**src/rtl/irq_chain_pkg.sv**
```systemverilog
// Shared constants for the irq_chain daisy-chained interrupt controller.
// Register addresses and channel limits used by the top and the bench.
package irq_chain_pkg;

    localparam int MAX_CH = 8;

    localparam logic [2:0] REG_MASK = 3'd0;
    localparam logic [2:0] REG_PEND = 3'd1;
    localparam logic [2:0] REG_ISR  = 3'd2;
    localparam logic [2:0] REG_BASE = 3'd3;
    localparam logic [2:0] REG_MODE = 3'd4;

    function automatic logic [7:0] ch_bits(input int n);
        return 8'((1 << n) - 1);
    endfunction

endpackage

```
**src/rtl/irq_chain_sync.sv**
```systemverilog
// Per-channel two-flop synchroniser plus edge-detect flop.
// lvl is the synchronised source, rise pulses for one cycle on a rising edge.
module irq_chain_sync (
    input  logic clk_sys,
    input  logic reset,
    input  logic src,
    output logic lvl,
    output logic rise
);

    logic s1;
    logic s2;
    logic s3;

    always_ff @(posedge clk_sys or posedge reset) begin
        if (reset) begin
            s1 <= 1'b0;
            s2 <= 1'b0;
            s3 <= 1'b0;
        end else begin
            s1 <= src;
            s2 <= s1;
            s3 <= s2;
        end
    end

    assign lvl  = s2;
    assign rise = s2 & ~s3;

endmodule

```
**src/rtl/irq_chain.sv**
```systemverilog
// Mode-2 style daisy-chained interrupt controller with fixed priority.
// Optional level-sensitive channels when IRQ_CHAIN_LEVEL_EN is defined.
module irq_chain
    import irq_chain_pkg::*;
#(
    parameter int         NCH     = 4,
    parameter logic [7:0] VEC_RST = 8'h08
) (
    input  logic           clk_sys,
    input  logic           reset,
    input  logic [NCH-1:0] src_i,
    input  logic           cs_n,
    input  logic           rd_n,
    input  logic           wr_n,
    input  logic [2:0]     a,
    input  logic [7:0]     din,
    output logic [7:0]     dout,
    output logic           doe,
    input  logic           m1_n,
    input  logic           iorq_n,
    input  logic           reti_i,
    input  logic           iei,
    output logic           ieo,
    output logic           int_n,
    output logic [7:0]     vec_o,
    output logic           vec_oe
);

    localparam logic [7:0] CH_MASK = ch_bits(NCH);

    logic [7:0] mask;
    logic [7:0] pending;
    logic [7:0] inservice;
    logic [7:0] base;
    logic [7:0] mode;
    logic [7:0] lvl;
    logic [7:0] rise;
    logic       ack_q;
    logic       reti_q;

    for (genvar ch = 0; ch < MAX_CH; ch++) begin : g_ch
        if (ch < NCH) begin : g_on
            irq_chain_sync u_sync (
                .clk_sys (clk_sys),
                .reset   (reset),
                .src     (src_i[ch]),
                .lvl     (lvl[ch]),
                .rise    (rise[ch])
            );
        end else begin : g_off
            assign lvl[ch]  = 1'b0;
            assign rise[ch] = 1'b0;
        end
    end

    logic       wr_en;
    logic [7:0] pend_m;
    logic [3:0] top_is;
    logic       cand_ok;
    logic [2:0] cand_ch;
    logic       ack_go;
    logic       reti_go;
    logic [7:0] ack_bit;
    logic [7:0] reti_bit;
    logic [7:0] w1c;
    logic [7:0] is_next;
    logic [7:0] pend_next;

    assign wr_en  = ~cs_n & ~wr_n;
    assign pend_m = pending & ~mask;

    // top_is = 8 means nothing in service, so any candidate qualifies
    always_comb begin
        top_is  = 4'd8;
        cand_ok = 1'b0;
        cand_ch = 3'd0;
        for (int i = MAX_CH - 1; i >= 0; i--) begin
            if (inservice[i]) top_is = 4'(i);
        end
        for (int i = MAX_CH - 1; i >= 0; i--) begin
            if (pend_m[i] && (4'(i) < top_is)) begin
                cand_ok = 1'b1;
                cand_ch = 3'(i);
            end
        end
    end

    assign ack_go   = ~m1_n & ~iorq_n & ~ack_q & cand_ok & iei;
    assign reti_go  = reti_i & ~reti_q & iei;
    assign ack_bit  = ack_go ? (8'd1 << cand_ch) : 8'd0;
    assign reti_bit = reti_go ? (inservice & (~inservice + 8'd1)) : 8'd0;
    assign w1c      = (wr_en && (a == REG_PEND)) ? din : 8'd0;
    assign is_next  = ((inservice & ~reti_bit) | ack_bit) & CH_MASK;

    always_comb begin
        pend_next = 8'd0;
        for (int i = 0; i < MAX_CH; i++) begin
            pend_next[i] = pending[i] & ~ack_bit[i];
            if (mode[i]) begin
                if (!is_next[i])
                    pend_next[i] = lvl[i];
                else if (!lvl[i])
                    pend_next[i] = pend_next[i] & ~w1c[i];
            end else begin
                pend_next[i] = (pend_next[i] & ~w1c[i]) | rise[i];
            end
        end
        pend_next = pend_next & CH_MASK;
    end

    always_ff @(posedge clk_sys or posedge reset) begin
        if (reset) begin
            mask      <= CH_MASK;
            pending   <= 8'd0;
            inservice <= 8'd0;
            base      <= VEC_RST;
            int_n     <= 1'b1;
            vec_o     <= 8'd0;
            vec_oe    <= 1'b0;
            ack_q     <= 1'b0;
            reti_q    <= 1'b0;
        end else begin
            ack_q     <= ~m1_n & ~iorq_n;
            reti_q    <= reti_i;
            pending   <= pend_next;
            inservice <= is_next;
            int_n     <= ~(cand_ok & iei);
            if (ack_go) begin
                vec_o  <= base + {4'd0, cand_ch, 1'b0};
                vec_oe <= 1'b1;
            end else if (m1_n || iorq_n) begin
                vec_oe <= 1'b0;
            end
            if (wr_en && (a == REG_MASK)) mask <= din & CH_MASK;
            if (wr_en && (a == REG_BASE)) base <= {din[7:1], 1'b0};
        end
    end

`ifdef IRQ_CHAIN_LEVEL_EN
    always_ff @(posedge clk_sys or posedge reset) begin
        if (reset)
            mode <= 8'd0;
        else if (wr_en && (a == REG_MODE))
            mode <= din & CH_MASK;
    end
`else
    assign mode = 8'd0;
`endif

    always_comb begin
        dout = 8'd0;
        unique case (1'b1)
            (a == REG_MASK): dout = mask;
            (a == REG_PEND): dout = pending;
            (a == REG_ISR):  dout = inservice;
            (a == REG_BASE): dout = base;
            (a == REG_MODE): dout = mode;
            default:         dout = 8'd0;
        endcase
    end

    assign doe = ~cs_n & ~rd_n;
    assign ieo = iei & ~(|inservice) & ~(|pend_m);

endmodule

```
**config.mk**
```make
export PLATFORM = sky130hd
export DESIGN_NAME = irq_chain
export DESIGN_NICKNAME = d
export VERILOG_FILES = /design/src/rtl/irq_chain_pkg.sv /design/src/rtl/irq_chain_sync.sv /design/src/rtl/irq_chain.sv
export SDC_FILE = /design/constraint.sdc
export NUM_CORES = 1
export LEC_CHECK = 0
export CAP_MARGIN = 25
export CELL_PAD_IN_SITES_DETAIL_PLACEMENT = 0
export CELL_PAD_IN_SITES_GLOBAL_PLACEMENT = 1
export CORE_ASPECT_RATIO = 1.4
export CORE_MARGIN = 5
export CORE_UTILIZATION = 40
export CTS_CLUSTER_DIAMETER = 80
export CTS_CLUSTER_SIZE = 10
export DETAILED_ROUTE_END_ITERATION = 7
export HOLD_SLACK_MARGIN = 0.1
export PLACE_DENSITY_LB_ADDON = 0.25
export SLEW_MARGIN = 10
export SYNTH_ARGS = -nofsm -noshare
export SYNTH_HDL_FRONTEND = slang
export SYNTH_SLANG_ARGS = --single-unit
```
**constraint.sdc**
```tcl
create_clock -name clk_sys -period 2.53 [get_ports clk_sys]
set_input_delay 0.6325 -clock clk_sys [delete_from_list [all_inputs] [get_ports clk_sys]]
set_output_delay 0.6325 -clock clk_sys [all_outputs]
set_load 0.01 [all_outputs]
```
==> reports/summary.txt <==
Routed wire length = 4560 um
Largest net degree at the start of global routing = 43
HPWL after DPL = 3504 um
#FFs+latches synth = 42
Slew headroom = 65.24%
GRT Total Usage = 15.51%
RePlAce Congestion = 0.8476
Initial drt markers = 94
Yosys warns = 0
Fin area = 0.002636 mm2
Critical Path End Type = output pin
Synth area leader = dfrtp_1
Initial antenna violation count = 0
Via Count = 1426
Final #Nets = 239
CTS Root Cell = clkbuf_8
Slew of the pin with the lowest slew margin = 521.4 ps
Unrepaired setup endpoints after global routing = false
Final Hold Viols = 0
CTS Buf Count = 5
Fraction of registers with async set/reset = 100.0%
Layout cell share with drive strength beyond 1 = 28.17%
Primary FF master, synth = dfrtp_1
Wirelength per Cell = 16.46 um
Clock tree buffer depth = 2
Final setup fails = 0
Critical Path Source Type = primary input
DIE WIDTH = 69.25 um
Max-cap violations = 0
Highest clock rate = 414.9 MHz
P&R area growth vs syn = 34.12%
Setup CP Type = primary input to output pin
Die Height = 92.95 um
Antenna diodes = 0
IO buf count = 42
Critical path data arrival time = 1780 ps
Number of flops mapped to enable cells by yosys = 0
Row count = 30
Worst-path fanout max = 3
Total power = 2076 uW
Clock Latency Late Sink = 290 ps
Die footprint = 0.006436 mm2
Fin crit period = 2410 ps
Vias/cell = 5.148
CTS sink count = 42
Pre-antenna DRT Iters = 5
Hold_buf cts = 0
Worst-case clock skew = 6.328 ps
CP required = 1900 ps
Area contributors post-synth = dfrtp_1 (46%), dfstp_2 (8.0%), mux2_2 (6.3%)
Synthesized Nets = 181
Period utilization = 95.26%
Outcome = finished, final reports clean
Clock transition at path regs = 80 ps
Initial core utilization = 40.91%
Detail Route Antenna Nets = 0
Leak pwr = 0.001196 uW
Slew Viols, Final = 0
Count leader, synth = dfrtp_1
Core box area = 0.004805 mm2
Syn avg cell area = 12.76 um2
HP Class = register to register
Max VDD drop = 0.3975 mV
Sequential fraction of the synthesis area = 53.85%
Synth Instances = 154
Gr ovfl total = 0
Vias in the first global route = 1632
Io pins = 44
DP Area = 0.002549 mm2
Commonest cells post-synth = dfrtp_1 (36), nand2_1 (13), mux2_2 (11)
Top cell type's share of synthesized area = 45.83%
DRC = 0
Post-Syn Area = 0.001966 mm2
First-pass GRT wire length = 7859 um
H-Tree Depth = 2
CTS tree = built
Power per Cell Area = 787.5 mW/mm2
Synth cell types = 46
critical path, stage by stage:
cell	delay, ps
clkdlybuf4s50_1	470
nor2_1	130
clkdlybuf4s50_1	550
worst paths after layout:
check                      depth (start not counted)              startpoint  slack (ps)                       to
hold reg to reg                                    0  g_ch[0].g_on.u_sync.s1         360  g_ch[0].g_on.u_sync.lvl
setup / recovery                                   3                    cs_n         120                      doe
hold / removal                                     0  g_ch[0].g_on.u_sync.s1         360  g_ch[0].g_on.u_sync.lvl
setup reg to reg                                   8                 mask[2]         270                 vec_o[5]
max in group asynchronous                          3                   reset        1380                  mask[2]
min in group asynchronous                          3                   reset         770   g_ch[0].g_on.u_sync.s1
metrics by stage:
| stage | cells | util (%) | hold slack [ps] | setup slack, ps | TNS (ps) |
|---|---|---|---|---|---|
| 2_1_floorplan | 154 | - | 331.2 | 367.8 | 0 |
| 3_3_place_gp | 269 | 53.05 | 336.4 | -456.6 | -3415 |
| 3_5_place_dp | 269 | 53.05 | 343.6 | -474.0 | -3602 |
| 4_1_cts | 277 | 54.87 | 362.6 | 116.3 | 0 |
| 5_1_grt | 277 | 54.87 | 372.2 | 84.52 | 0 |
| 6_report | 277 | 54.87 | 357.6 | 119.8 | 0 |
metal layers:
layer / wire length, um / GRT usage (%)
met1: 1830 / 17.87
met2: 2424 / 26.91
met3: 189 / 4.126
met4: 115 / 6.678
met5: 0 / 0
cell type report:
cell class,instances,area [um2]
fill,483,2168
sequential,42,1059
multi-input combinational,101,860.8
timing repair buffer,55,515.5
clock buffer,6,82.58
tap,64,80.08
inverter,7,26.28
clock inverter,2,12.51
power by group:
| group | total [uW] | internal, uW | switching (uW) |
|---|---|---|---|
| clock | 450 | 219 | 231 |
| sequential | 940 | 824 | 116 |
| combinational | 686 | 416 | 271 |
repair_timing:
action                                  CTS  global route
endpoints found under the setup margin    9             0
setup buffers                             0             0
hold endpoints to repair                  0             0
gates resized for setup                  26             0
sequential cells by signal (all words and copies together), names as in the netlist:
register,flops
base,7
vec_o,7
g_ch.g_on.u_sync.lvl,4
g_ch.g_on.u_sync.s1,4
g_ch.g_on.u_sync.s3,4
inservice,4
mask,4
pending,4
ack_q,1
int_n,1
reti_q,1
vec_oe,1
kinds of logic (layout without fill, tap and decap cells):
logic type               Yosys count  count (layout)  synth area share (%)
AND/OR/NAND/NOR                   53              53                 16.23
flip-flops                        42              42                 53.85
multiplexers                      22              22                 15.59
AO/OA/AOI/OAI                     17              17                 6.875
buffers and inverters             11              70                 2.737
XOR/XNOR                           5               5                 2.228
adder cells (fa/ha/maj)            3               3                 2.291
other                              1               1                0.1908
placed cells by master (no fill, tap or decap), types with 4 or more instances in the layout:
cell type	count
xnor2_1	4
dlygate4sd2_1	7
mux2_4	7
mux2_2	11
and2_1	6
clkbuf_8	6
inv_1	7
nor2_1	5
dfrtp_1	36
nand3_1	7
clkdlybuf4s50_1	31
buf_4	10
nand2_1	13
dfstp_2	6
Power figures use the tool's default switching activity.
